--- src/rtl/fetch_pc_gen.sv ---
// fetch_pc_gen: front-end fetch stage.
// Owns the architectural PC and issues in-order instruction-memory requests
// using a valid/ready handshake. It buffers the returned instruction words for
// decode, and it restarts fetching when a control-transfer redirect arrives.
//
// Ports:
//   clk, rst                       clock, synchronous active-high reset
//   imem_req_vld/rdy/addr          fetch request handshake and address
//   imem_resp_vld/data             in-order responses, never back-pressured
//   jal_vld/tgt                    redirect from D
//   jalr_vld/tgt, branch_vld/tgt   redirects from X (older, higher priority)
//   stall_in                       decode not consuming the head instruction
//   instr, pc, pc_plus4, vld       head of the fetch buffer
module fetch_pc_gen #(
  parameter int unsigned        N_BITS       = 32,
  parameter logic [N_BITS-1:0]  RESET_VECTOR = '0,
  parameter int unsigned        DEPTH        = 2
) (
  input  logic              clk,
  input  logic              rst,
  output logic              imem_req_vld,
  input  logic              imem_req_rdy,
  output logic [N_BITS-1:0] imem_req_addr,
  input  logic              imem_resp_vld,
  input  logic [31:0]       imem_resp_data,
  input  logic              jal_vld,
  input  logic [N_BITS-1:0] jal_tgt,
  input  logic              jalr_vld,
  input  logic [N_BITS-1:0] jalr_tgt,
  input  logic              branch_vld,
  input  logic [N_BITS-1:0] branch_tgt,
  input  logic              stall_in,
  output logic [31:0]       instr,
  output logic [N_BITS-1:0] pc,
  output logic [N_BITS-1:0] pc_plus4,
  output logic              vld
);

  localparam int unsigned CW      = $clog2(DEPTH + 1);
  localparam int unsigned AW      = $clog2(DEPTH);
  localparam logic [CW:0] CREDITS = (CW+1)'(DEPTH);

  // Control state
  logic [N_BITS-1:0] pc_q, pc_d;
  logic [CW-1:0]     outst_q, outst_d;
  logic [CW-1:0]     drop_q, drop_d;
  logic [CW-1:0]     occ_q, occ_d;
  logic [AW-1:0]     pq_wr_q, pq_wr_d, pq_rd_q, pq_rd_d;
  logic [AW-1:0]     fb_wr_q, fb_wr_d, fb_rd_q, fb_rd_d;

  // Data storage (not reset)
  logic [N_BITS-1:0] pq_mem_q   [DEPTH];
  logic [31:0]       fb_instr_q [DEPTH];
  logic [N_BITS-1:0] fb_pc_q    [DEPTH];

  logic              redirect;
  logic [N_BITS-1:0] redir_tgt;
  logic              req_fire;
  logic              resp_drop;
  logic              resp_keep;
  logic              fb_push;
  logic              fb_pop;
  logic [CW-1:0]     live_cnt;
  logic [CW:0]       in_use;
  logic [N_BITS-1:0] resp_pc;

  function automatic logic [N_BITS-1:0] align_tgt(input logic [N_BITS-1:0] t);
    return t & ~N_BITS'(3);
  endfunction

  // X-stage redirects are older than D-stage ones, so they take priority
  always_comb begin
    redir_tgt = align_tgt(jal_tgt);
    if (jalr_vld) begin
      redir_tgt = align_tgt(jalr_tgt);
    end else if (branch_vld) begin
      redir_tgt = align_tgt(branch_tgt);
    end
  end

  assign redirect = jal_vld | jalr_vld | branch_vld;

  // Credit rule: every accepted request already owns a buffer slot, so responses
  // never need back-pressure and the buffer cannot overflow under stall.
  assign in_use        = {1'b0, outst_q} + {1'b0, occ_q};
  assign imem_req_vld  = !rst && !redirect && (in_use < CREDITS);
  assign imem_req_addr = pc_q;
  assign req_fire      = imem_req_vld && imem_req_rdy;

  assign resp_pc   = pq_mem_q[pq_rd_q];
  assign resp_drop = imem_resp_vld && (drop_q != '0);
  assign resp_keep = imem_resp_vld && (drop_q == '0);

  assign vld     = (occ_q != '0);
  // A squash overrides both the incoming response and the decode stall
  assign fb_push = resp_keep && !redirect;
  assign fb_pop  = vld && !stall_in && !redirect;

  // Requests still in flight that would be delivered
  assign live_cnt = outst_q - drop_q;

  always_comb begin
    pc_d = pc_q;
    if (redirect) begin
      pc_d = redir_tgt;
    end else if (req_fire) begin
      pc_d = pc_q + N_BITS'(4);
    end

    outst_d = outst_q + CW'(req_fire) - CW'(imem_resp_vld);

    // On a redirect every remaining in-flight fetch becomes a drop. A response
    // arriving in the same cycle is retired now, so it is not counted again.
    drop_d = drop_q;
    if (redirect) begin
      drop_d = drop_q + live_cnt - CW'(imem_resp_vld);
    end else if (resp_drop) begin
      drop_d = drop_q - CW'(1);
    end

    // The pc queue is never flushed: its entries pair with dropped responses
    pq_wr_d = pq_wr_q + AW'(req_fire);
    pq_rd_d = pq_rd_q + AW'(imem_resp_vld);

    fb_wr_d = fb_wr_q;
    fb_rd_d = fb_rd_q;
    occ_d   = occ_q;
    if (redirect) begin
      fb_rd_d = fb_wr_q;
      occ_d   = '0;
    end else begin
      fb_wr_d = fb_wr_q + AW'(fb_push);
      fb_rd_d = fb_rd_q + AW'(fb_pop);
      occ_d   = occ_q + CW'(fb_push) - CW'(fb_pop);
    end
  end

  always_ff @(posedge clk) begin
    if (rst) begin
      pc_q    <= RESET_VECTOR;
      outst_q <= '0;
      drop_q  <= '0;
      occ_q   <= '0;
      pq_wr_q <= '0;
      pq_rd_q <= '0;
      fb_wr_q <= '0;
      fb_rd_q <= '0;
    end else begin
      pc_q    <= pc_d;
      outst_q <= outst_d;
      drop_q  <= drop_d;
      occ_q   <= occ_d;
      pq_wr_q <= pq_wr_d;
      pq_rd_q <= pq_rd_d;
      fb_wr_q <= fb_wr_d;
      fb_rd_q <= fb_rd_d;
    end
  end

  always_ff @(posedge clk) begin
    if (req_fire) begin
      pq_mem_q[pq_wr_q] <= pc_q;
    end
    if (fb_push) begin
      fb_instr_q[fb_wr_q] <= imem_resp_data;
      fb_pc_q[fb_wr_q]    <= resp_pc;
    end
  end

  assign instr    = fb_instr_q[fb_rd_q];
  assign pc       = fb_pc_q[fb_rd_q];
  assign pc_plus4 = pc + N_BITS'(4);

  always_ff @(posedge clk) begin
    if (!rst) begin
      assert ({1'b0, outst_q} <= CREDITS);
      assert (drop_q <= outst_q);
    end
  end

endmodule

--- config.mk ---
export PLATFORM = sky130hd
export DESIGN_NAME = fetch_pc_gen
export DESIGN_NICKNAME = d
export VERILOG_FILES = /design/src/rtl/fetch_pc_gen.sv
export SDC_FILE = /design/constraint.sdc
export NUM_CORES = 1
export LEC_CHECK = 0
export BUFFER_PORTS_ARGS = -buffer_cell sky130_fd_sc_hd__buf_2
export CAP_MARGIN = 30
export CORE_MARGIN = 5
export CORE_UTILIZATION = 42
export DETAILED_ROUTE_END_ITERATION = 8
export PLACE_DENSITY_LB_ADDON = 0.12
export SYNTH_ARGS = -nofsm -noshare
export SYNTH_HDL_FRONTEND = slang
export SYNTH_SLANG_ARGS = --single-unit
--- constraint.sdc ---
create_clock -name clk -period 3.8 [get_ports clk]
set_input_delay 0.57 -clock clk [delete_from_list [all_inputs] [get_ports clk]]
set_output_delay 0.57 -clock clk [all_outputs]
set_load 0.02 [all_outputs]
* After elaboration in Yosys (flattened, before gate mapping) *
Memory sizes are Yosys's and may differ from the RTL's. A register that Yosys moved wholly into a read port is not among the register bits.
Index checks and enable logic that the tools add are counted.

word-level totals
  bits in registers = 42
  bits in writable memories = 192
  word-level logic and storage cells = 60
  memories = 3

operators by class
  add/sub/neg operators = 15
  order comparisons = 1
  multiplexer cells = 14
  bitwise logic cells = 2
  reduce and logical (&&, ||, !) cells = 17

memory list
  name        words  width  read ports  clocked after Yosys merged registers in  wr ports  RTL line  text
  fb_instr_q  2      32     1           1                                        1         53        logic [31:0] fb_instr_q [DEPTH];
  fb_pc_q     2      32     1           1                                        1         54        logic [N_BITS-1:0] fb_pc_q [DEPTH];
  pq_mem_q    2      32     1           1                                        1         52        logic [N_BITS-1:0] pq_mem_q [DEPTH];

operator list
  kind                     count
  $mux W32                 4
  $add A32 B3 Y32 const B  2
  $logic_and A1 B1 Y1      8
  $mux W1                  8
  $reduce_bool A2 Y1       4
  $sub A2 B1 Y2            3
  $add A1 B1 Y1            4
  $add A2 B1 Y2            2
  $mux W2                  2
  $add A2 B2 Y3            1
  $logic_not A1 Y1         3
  $lt A3 B2 Y1 const B     1
  $add A2 B2 Y2            1
  $logic_not A2 Y1         1
  $or A1 B1 Y1             2
  $reduce_or A2 Y1         1
  $sub A2 B1 Y2 const B    1
  $sub A2 B2 Y2            1

* Depth between registers and ports, before layout *
  word-level depth = 8
  mapped depth = 13

* Least setup slack after synthesis *
Ideal clock, no wire load.

  path kind = register -> output
  from = register, netlist name fb_rd_q
  to = output pc_plus4[26]
  arrival = 3.102 ns
  slack = 0.128 ns
  cell stages (with the launch flop) = 14
  path through = dfxtp_1 -> buf_6 -> buf_6 -> buf_2 -> buf_2 -> buf_2 -> mux2i_1 -> inv_1 -> ha_1 -> nand4b_1 -> a21oi_2 -> nand4_2 -> a211oi_1 -> xnor2_1

RTL lines
  item           RTL line  text
  end, declared  35        output logic [N_BITS-1:0] pc_plus4,

==> qor.txt <==
Final period util: 0.933
routed vias: 7383
DRT Pass-1 Iters: 6
Setup Fix Bufs, Post-CTS: 0
CTS buffer count: 24
Hold WC Path Type: in -> reg
Worst Tran Pin Value: 0.650 ns
clk_skew: 0.0113 ns
met1 usage: 0.248
sequential share of power: 0.493
TritonCTS clock tree: built
crit end category: output port
antenna cells: 0
CTS Hold Bufs: 0
met2 usage: 0.287
GR met3 Demand/Resource: 0.0355
worst path required time: 3.23 ns
number of global-route vias before repair: 7453
Resized Gates After CTS: 0
placed wire-length estimate: 18.3 mm
nets: 1223
chip width: 168 um
largest net degree at the start of global routing: 65
H-tree depth: 1
DRC violations left: 0
total track usage: 0.177
Fillers: 2222
antenna violations before repair: 1
Setup crit start kind: flop
synthesized cell area: 10500 um^2
Synth Area per Inst: 12.8 um^2
power share of the combinational group: 0.120
Starting Density: 0.422
most common cell after layout, fill and taps aside: buf_2
max-slew violations: 0
Top Ports: 266
Clock power frac: 0.387
final antenna-violating net count: 0
die height: 168 um
FF+latch count, synth: 224
Unique masters post-synth: 68
Clock Path Buffers: 3
post-synth top area share: 0.524
RSZ-0062 raised after global routing: false
most area-consuming cells after synthesis: edfxtp_1 (52%), mux2_2 (8.2%), dfxtp_1 (7.6%), xnor2_1 (2.3%), a21oi_1 (1.9%)
Pint: 4.33 mW
Layout area overhead: 22.3%
Synth Flop Type: edfxtp_1
row cnt: 58
post-DR wirelength/cell: 18.1 um
clk root buf: clkbuf_16
die area: 28400 um^2
Layout Cells excl Fill: 1420
core area: 25000 um^2
setup TNS: 0 ns
CP arrival: 2.97 ns
global-route wire length before repair: 40.7 mm
GR Overflow Total: 0
layout cell share with drive strength beyond 1: 0.364
Placer Congestion: 0.808
pwr/cell area: 443 nW/um^2
port bufs: 253
Max-cap violations: 0
Sw Ratio: 0.240
FMAX: 0.282 GHz
Post-synth EDFFs: 184
Static Leak: 4.87 nW
part of the Yosys area used for sequential elements: 0.600
CP max FO: 40
clock latency on the worst-skew pair: 0.50 ns
vias per inst: 5.20
Synth area leader: edfxtp_1
clock-pin slew on the worst setup and hold paths: 0.06 ns
Rel. slew slack: 0.563
Syn Inst Count: 821
fin crit period: 3.54 ns
Sink Count: 224
commonest cells after routing, fill and taps aside: buf_2 (253), edfxtp_1 (184), mux2_2 (77)
dpl cells: 1376
Yosys Warn Count: 0
peak supply drop: 0.295 mV
switching pwr: 1.37 mW
fraction of registers with async set/reset: 0
Worst Path Class, Setup: reg -> out
final wirelength: 25.7 mm
status: completed
GR peak layer: met2
Total Power: 5.71 mW
Iteration-0 DRC Markers: 631
r2r setup slk: 1.02 ns
final hold vios: 0
final setup vio count: 0
## power by group through the flow
stage	combinational [mW]	sequential [mW]	clock (mW)
6_report	0.687	2.81	2.21
5_1_grt	0.763	2.82	2.39
4_1_cts	0.695	2.81	2.28
2_1_floorplan	0.450	2.85	0
3_3_place_gp	0.684	2.86	0
3_5_place_dp	0.690	2.86	0
## registers in the layout, summed over array words and instances, names as in the netlist
signal	flops
fb_pc_q	60
occ_q	2
outst_q	2
pq_mem_q	60
fb_wr_q	1
fb_instr_q	64
pq_rd_q	1
fb_rd_q	1
drop_q	2
imem_req_addr	30
pq_wr_q	1
## synthesized netlist by cell type (10+ instances only)
library cell	count
nor2_1	39
nand3_1	24
and3_1	11
dfxtp_1	40
nor3_1	18
buf_2	10
ha_1	12
o21ai_0	27
nor4_1	12
nand2_1	49
inv_1	36
mux2i_1	18
xnor2_1	28
clkbuf_1	22
a22oi_1	23
nand4_1	19
mux2_2	77
a21oi_1	40
a211oi_1	15
edfxtp_1	184
xor2_1	10
## final cells by class
| type | instances | area [um^2] | area share |
|---|---|---|---|
| Clock buffer | 36 | 687 | 0.0533 |
| Clock inverter | 8 | 63.8 | 0.00495 |
| Tap cell | 330 | 413 | 0.0320 |
| Sequential cell | 224 | 6330 | 0.491 |
| Inverter | 36 | 135 | 0.0105 |
| Timing Repair Buffer | 268 | 1400 | 0.109 |
| Multi-Input combinational cell | 518 | 3860 | 0.299 |
## per-stage QoR
stage / util / hold slack [ns] / area [um^2] / setup slack, ns
2_1_floorplan: - / 0.535 / 10600 / 0.128
3_3_place_gp: 0.486 / 0.500 / 12100 / 0.749
3_5_place_dp: 0.486 / 0.521 / 12100 / 0.755
4_1_cts: 0.516 / 0.228 / 12900 / 0.204
5_1_grt: 0.516 / 0.229 / 12900 / 0.0493
6_report: 0.516 / 0.256 / 12900 / 0.256
## kinds of logic (layout without fill, tap and decap cells)
logic type / Yosys count / after routing / share of synthesized area
xor+xnor: 38 / 38 / 0.0316
compound gates: 149 / 149 / 0.0958
flops: 224 / 224 / 0.600
mux: 95 / 95 / 0.0994
fa+ha+maj: 15 / 15 / 0.0199
other cells: 1 / 6 / 0.000356
buf+inv: 84 / 348 / 0.0362
simple gates: 215 / 215 / 0.117
## critical path, stage by stage, from the launching register on
cell and delay [ns]:
dfxtp_4 0.66, buf_4 0.30, mux2i_1 0.16, a211o_1 0.35
or4_4 0.50, nor3_2 0.13, xor2_1 0.16, buf_2 0.18
## per-layer routing
layer	up-vias	wire length (um)
li1	3626	-
met1	3434	11400
met2	289	11800
met3	32	1980
met4	2	429
met5	-	13
## worst paths after layout
check | start | to | cells past startpoint
max | fb_rd_q | pc_plus4[31] | 7
min | imem_resp_data[0] | fb_instr_q[1][0] | 1
max reg2reg | outst_q[0] | imem_req_addr[28] | 6
min reg2reg | imem_req_addr[9] | imem_req_addr[9] | 2
Power figures use the tool's default switching activity.
